==> config.mk <==
export PLATFORM = sky130hd
export DESIGN_NAME = if_fetch
export DESIGN_NICKNAME = d
export VERILOG_FILES = /design/src/rtl/if_fetch.sv
export SDC_FILE = /design/constraint.sdc
export NUM_CORES = 1
export LEC_CHECK = 0
export ABC_AREA = 1
export BUFFER_PORTS_ARGS = -buffer_cell sky130_fd_sc_hd__buf_2
export CORE_MARGIN = 2
export CORE_UTILIZATION = 55
export CTS_BUF_LIST = sky130_fd_sc_hd__clkbuf_8
export CTS_CLUSTER_SIZE = 30
export DETAILED_ROUTE_END_ITERATION = 10
export PLACE_DENSITY = 0.79
export REMOVE_ABC_BUFFERS = 1
export SLEW_MARGIN = 20
export SYNTH_ARGS = -nofsm -noshare
export SYNTH_HDL_FRONTEND = slang
export SYNTH_SLANG_ARGS = --single-unit
==> constraint.sdc <==
create_clock -name clk -period 3.85 [get_ports clk]
set_clock_uncertainty 0.05 [all_clocks]
set_input_delay 0 -clock clk [delete_from_list [all_inputs] [get_ports clk]]
set_output_delay 0 -clock clk [all_outputs]
set_load 0.01 [all_outputs]
==> src/rtl/if_fetch.sv <==
// Instruction-fetch stage: owns the PC, drives imem over a req/ack handshake and
// presents {if_pc, if_inst, if_valid} to IF/ID, with a one-entry skid and branch redirect.
module if_fetch #(
  parameter int unsigned         ADDR_W   = 32,
  parameter int unsigned         DATA_W   = 32,
  parameter logic [ADDR_W-1:0]   RESET_PC = '0
) (
  input  logic              clk,
  input  logic              rst,
  input  logic              stall,
  input  logic              branch_flag,
  input  logic [ADDR_W-1:0] branch_target,
  output logic              imem_req,
  output logic [ADDR_W-1:0] imem_addr,
  input  logic              imem_ack,
  input  logic [DATA_W-1:0] imem_rdata,
  output logic [ADDR_W-1:0] if_pc,
  output logic [DATA_W-1:0] if_inst,
  output logic              if_valid
);

  typedef enum logic [1:0] {
    IDLE,
    BUSY,
    HOLD
  } state_t;

  state_t              state_q, state_d;
  logic [ADDR_W-1:0]   pc_q, pc_d;
  logic                req_q, req_d;
  logic [ADDR_W-1:0]   addr_q, addr_d;
  logic [ADDR_W-1:0]   out_pc_q, out_pc_d;
  logic [DATA_W-1:0]   out_inst_q, out_inst_d;
  logic                out_valid_q, out_valid_d;
  logic [ADDR_W-1:0]   skid_pc_q, skid_pc_d;
  logic [DATA_W-1:0]   skid_inst_q, skid_inst_d;
  logic                skid_valid_q, skid_valid_d;
  logic                discard_q, discard_d;

  logic                xfer;
  logic                redirect;
  logic [ADDR_W-1:0]   addr_inc;

  assign xfer     = req_q && imem_ack;
  assign redirect = branch_flag && !stall;
  assign addr_inc = addr_q + ADDR_W'(4);

  always_comb begin
    state_d      = state_q;
    pc_d         = pc_q;
    req_d        = req_q;
    addr_d       = addr_q;
    out_pc_d     = out_pc_q;
    out_inst_d   = out_inst_q;
    out_valid_d  = out_valid_q;
    skid_pc_d    = skid_pc_q;
    skid_inst_d  = skid_inst_q;
    skid_valid_d = skid_valid_q;
    discard_d    = discard_q;

    case (state_q)
      IDLE: begin
        if (redirect) begin
          pc_d         = branch_target;
          skid_valid_d = 1'b0;
          out_inst_d   = '0;
          out_valid_d  = 1'b0;
        end else if (!stall) begin
          req_d       = 1'b1;
          addr_d      = pc_q;
          state_d     = BUSY;
          out_inst_d  = '0;
          out_valid_d = 1'b0;
        end
      end

      BUSY: begin
        if (xfer) begin
          if (discard_q || redirect) begin
            // Wrong-path data: pc already holds (or now takes) the redirect target,
            // so it is not advanced past the dropped address.
            discard_d = 1'b0;
            if (redirect) begin
              pc_d         = branch_target;
              skid_valid_d = 1'b0;
            end
            if (!stall) begin
              req_d       = 1'b1;
              addr_d      = redirect ? branch_target : pc_q;
              out_inst_d  = '0;
              out_valid_d = 1'b0;
            end else begin
              req_d   = 1'b0;
              state_d = IDLE;
            end
          end else if (!stall) begin
            pc_d        = addr_inc;
            out_pc_d    = addr_q;
            out_inst_d  = imem_rdata;
            out_valid_d = 1'b1;
            req_d       = 1'b1;
            addr_d      = addr_inc;
          end else begin
            pc_d         = addr_inc;
            skid_pc_d    = addr_q;
            skid_inst_d  = imem_rdata;
            skid_valid_d = 1'b1;
            req_d        = 1'b0;
            state_d      = HOLD;
          end
        end else if (redirect) begin
          discard_d    = 1'b1;
          pc_d         = branch_target;
          skid_valid_d = 1'b0;
          out_inst_d   = '0;
          out_valid_d  = 1'b0;
        end else if (!stall) begin
          out_inst_d  = '0;
          out_valid_d = 1'b0;
        end
      end

      HOLD: begin
        if (redirect) begin
          pc_d         = branch_target;
          skid_valid_d = 1'b0;
          out_inst_d   = '0;
          out_valid_d  = 1'b0;
          state_d      = IDLE;
        end else if (!stall) begin
          if (skid_valid_q) begin
            out_pc_d    = skid_pc_q;
            out_inst_d  = skid_inst_q;
            out_valid_d = 1'b1;
          end else begin
            out_inst_d  = '0;
            out_valid_d = 1'b0;
          end
          skid_valid_d = 1'b0;
          req_d        = 1'b1;
          addr_d       = pc_q;
          state_d      = BUSY;
        end
      end

      default: begin
        state_d = IDLE;
      end
    endcase
  end

  always_ff @(posedge clk) begin
    if (rst) begin
      state_q      <= IDLE;
      pc_q         <= RESET_PC;
      req_q        <= 1'b0;
      addr_q       <= '0;
      out_pc_q     <= '0;
      out_inst_q   <= '0;
      out_valid_q  <= 1'b0;
      skid_pc_q    <= '0;
      skid_inst_q  <= '0;
      skid_valid_q <= 1'b0;
      discard_q    <= 1'b0;
    end else begin
      state_q      <= state_d;
      pc_q         <= pc_d;
      req_q        <= req_d;
      addr_q       <= addr_d;
      out_pc_q     <= out_pc_d;
      out_inst_q   <= out_inst_d;
      out_valid_q  <= out_valid_d;
      skid_pc_q    <= skid_pc_d;
      skid_inst_q  <= skid_inst_d;
      skid_valid_q <= skid_valid_d;
      discard_q    <= discard_d;
    end
  end

  assign imem_req  = req_q;
  assign imem_addr = addr_q;
  assign if_pc     = out_pc_q;
  assign if_inst   = out_inst_q;
  assign if_valid  = out_valid_q;

endmodule

==> metrics.cfg <==
[clocking]
cts_tree=built
path_clk_slew_ns=0.12
clk_path_buf_depth=2
hold_buffers=67
cts_made_buffers=17
cts-resized-gates=0
clkLatencyLatePin_ns=0.49
cts_setup_buffers=0
cts-root-buf=clkbuf_8
h-tree-depth=4
cts_sinks=198

[synth]
syn_inst=1377
synth_area_per_cell_sq_um=6.96
synth_area_sq_mm=0.00958
yosysWarnings=0
synth_seq_area_share_pct=41.4
ys_ff_latch=198
synthDistinctLibCells=39

[drt]
drt-wirelength-per-cell_um=15.7
drt-pass1-iter-count=5
drtAntennaViolNets=0
highest_layer=met4
drtIter0Drc=1072
vias_per_cell=5.63
drc=0
routed_wl_um=28000
via_count=10100
met3WireLength_um=1810
wl_met1_um=12400
wl_met2_um=13100

[die]
die_w_um=136
initial_core_util_pct=55.8
core_area_sq_mm=0.0172
rows=48
dieArea_sq_mm=0.0185
fp.dieH_um=136
io-pin-count=167

[global_routing]
grt_max_degree=101
gr-total-overflow=0
grt_usage_pct=30.1
grt_pass1_vias=9140
grt_pass1_wl_um=44900
grt_antenna_before_repair=0

[setup_path]
r2r_end=if_inst[31]
endpoint_kind=register
critPathKind=reg -> reg
r2r.worst_path.cells=6
cp.required_ns=4.24
r2r_start=state_q[1]
r2r_slack_ns=0.66
cp_max_fo=30
cp-start-kind=register
arrival_ns=3.58

[power_and_ir_drop]
vdd_drop_max_mv=0.255
leakage_nw=4.90
power.density_mw_per_mm2=465

[sta]
period_share_pct=82.9
fmax_mhz=313
maxSlewViolCount=0
setup_violations=0
hold_viol_final=0
relSlewSlack_pct=28.7
fin_crit_ns=3.19
rsz0062_at_grt=no
tns_ns=0
worstMarginPinSlew_ns=1.07

[place]
io_buffers=166
dp_hpwl_um=16900
dp_cells=1689
globalplace.congestion=0.907

[min_path]
holdPathEnd=if_inst[12]
hold_path_depth=3
holdCritStartpoint=rst
hp-class=in -> reg

[final_layout]
area_delta_synth_final_pct=19.5
finalNonFillerCells=1788
n_antenna_cell=0
drive_gt1_share_pct=15.6
nets=1624
fill_cells=1550

[job]
max-cap-violations=0

[outcome]
status=completed

[flip-flops by register name, summed over array words and instances (netlist names)]
name,count
discard_q,1
if_inst,32
if_pc,32
if_valid,1
imem_addr,32
imem_req,1
pc_q,32
skid_inst_q,32
skid_pc_q,32
skid_valid_q,1
state_q,2
[report_power, final]
group | internal, W | switching (W) | total, W
clock | 0.000490 | 0.000849 | 0.00134
sequential | 0.00227 | 0.000274 | 0.00254
combinational | 0.000516 | 0.000924 | 0.00144
[critical path: stages, from the launching register on]
cell,delay (ns)
dfxtp_1,0.39
ha_1,0.89
inv_1,0.24
nand4_2,0.64
o211ai_1,0.18
a21oi_1,0.19
dlygate4sd3_1,0.58
[metrics by stage]
step / cell area (sq um) / worst slack (ns) / hold WS, ns / power [W] / utilization, %
after global routing: 11400 / 0.399 / 0.0362 / 0.00561 / 66.6
after detailed placement: 10400 / 1.19 / 0.200 / 0.00394 / 60.5
after global placement: 10400 / 1.20 / 0.189 / 0.00392 / 60.5
final: 11400 / 0.657 / 0.0441 / 0.00532 / 66.6
after CTS: 11400 / 0.733 / 0.00337 / 0.00531 / 66.6
after floorplan: 9140 / 0.252 / 0.0191 / 0.00336 / -
[cell families (layout without fill, tap and decap cells)]
logic type                 count (synthesis)  in the layout  share of synthesized area [%]
AOI/OAI and AO/OA                        443            443                           25.2
xor gates and xnor gates                   3              3                          0.274
adders and majority gates                  5              5                          0.653
buffers and inverters                    146            332                           6.60
DFF                                      198            198                           41.4
muxes                                     23             23                           2.40
and+or+nand+nor                          559            559                           23.5
[worst max-delay path by stage]
stage                     startpoint          end  cells after the start
after floorplan           state_q[1]  if_inst[31]                      8
after global routing      state_q[0]  if_inst[31]                     12
after detailed placement  state_q[0]     if_pc[0]                      8
after global placement    state_q[0]   if_inst[1]                      6
after CTS                 state_q[1]  if_inst[31]                      6
final                     state_q[1]  if_inst[31]                      6
[cells in the mapped netlist]
library cell | instances | area (sq um)
nor2_2 | 9 | 56.3
nor2_8 | 1 | 20.0
a211oi_1 | 2 | 15.0
nor3_1 | 1 | 5.00
o21ai_0 | 164 | 821
xnor2_1 | 1 | 8.76
o21ai_2 | 1 | 8.76
clkinv_1 | 1 | 3.75
and2_1 | 2 | 12.5
nor2_1 | 146 | 548
ha_1 | 5 | 62.6
mux2i_1 | 23 | 230
or2_2 | 2 | 12.5
a31oi_1 | 32 | 200
o221ai_1 | 1 | 8.76
clkinv_2 | 1 | 5.00
clkbuf_1 | 51 | 191
buf_6 | 3 | 33.8
xor2_1 | 2 | 17.5
inv_2 | 7 | 26.3
nand2_4 | 1 | 11.3
nor2_4 | 3 | 33.8
a21oi_1 | 160 | 801
inv_1 | 42 | 158
a22o_1 | 31 | 272
nor3_4 | 1 | 16.3
nand4_1 | 2 | 12.5
o21ai_1 | 42 | 210
dfxtp_1 | 198 | 3960
buf_4 | 7 | 52.6
a41oi_1 | 1 | 8.76
o22ai_1 | 2 | 12.5
nand4_2 | 1 | 12.5
nand3_1 | 39 | 195
buf_2 | 27 | 135
nand2_2 | 1 | 6.26
buf_1 | 7 | 26.3
nand2_1 | 350 | 1310
o211ai_1 | 7 | 52.6
[final cells by class]
class                      count  area [sq um]  share of cell area [%]
multi-input combinational   1033          4990                    43.6
inverter                      51           194                    1.69
sequential                   198          3960                    34.6
timing repair buffer         249          1630                    14.3
clock inverter                15           150                    1.31
tap                          225           282                    2.46
clock buffer                  17           234                    2.04
[cell usage in the layout (no fill, tap or decap), types with 3 or more instances in the layout]
cell and n:
nand3_1 39, inv_2 7, buf_4 15, mux2i_1 23
o21ai_0 164, inv_1 41, nor2_2 10, ha_1 5
dlygate4sd3_1 67, nor2_4 3, buf_2 166, a31oi_1 32
o21ai_1 42, a22o_1 31, a21oi_1 160, nand2_1 350
dfxtp_1 198, inv_6 7, nor2_1 145, o211ai_1 7
clkbuf_8 17, inv_8 5
[per-layer routing]
metal / vias up / track usage, %
met3: 60 / 4.06
met1: 4594 / 40.7
li1: 4981 / -
met5: - / 0
met4: 0 / 11.7
met2: 430 / 48.9
No activity file was read; power rests on OpenSTA's default activity.
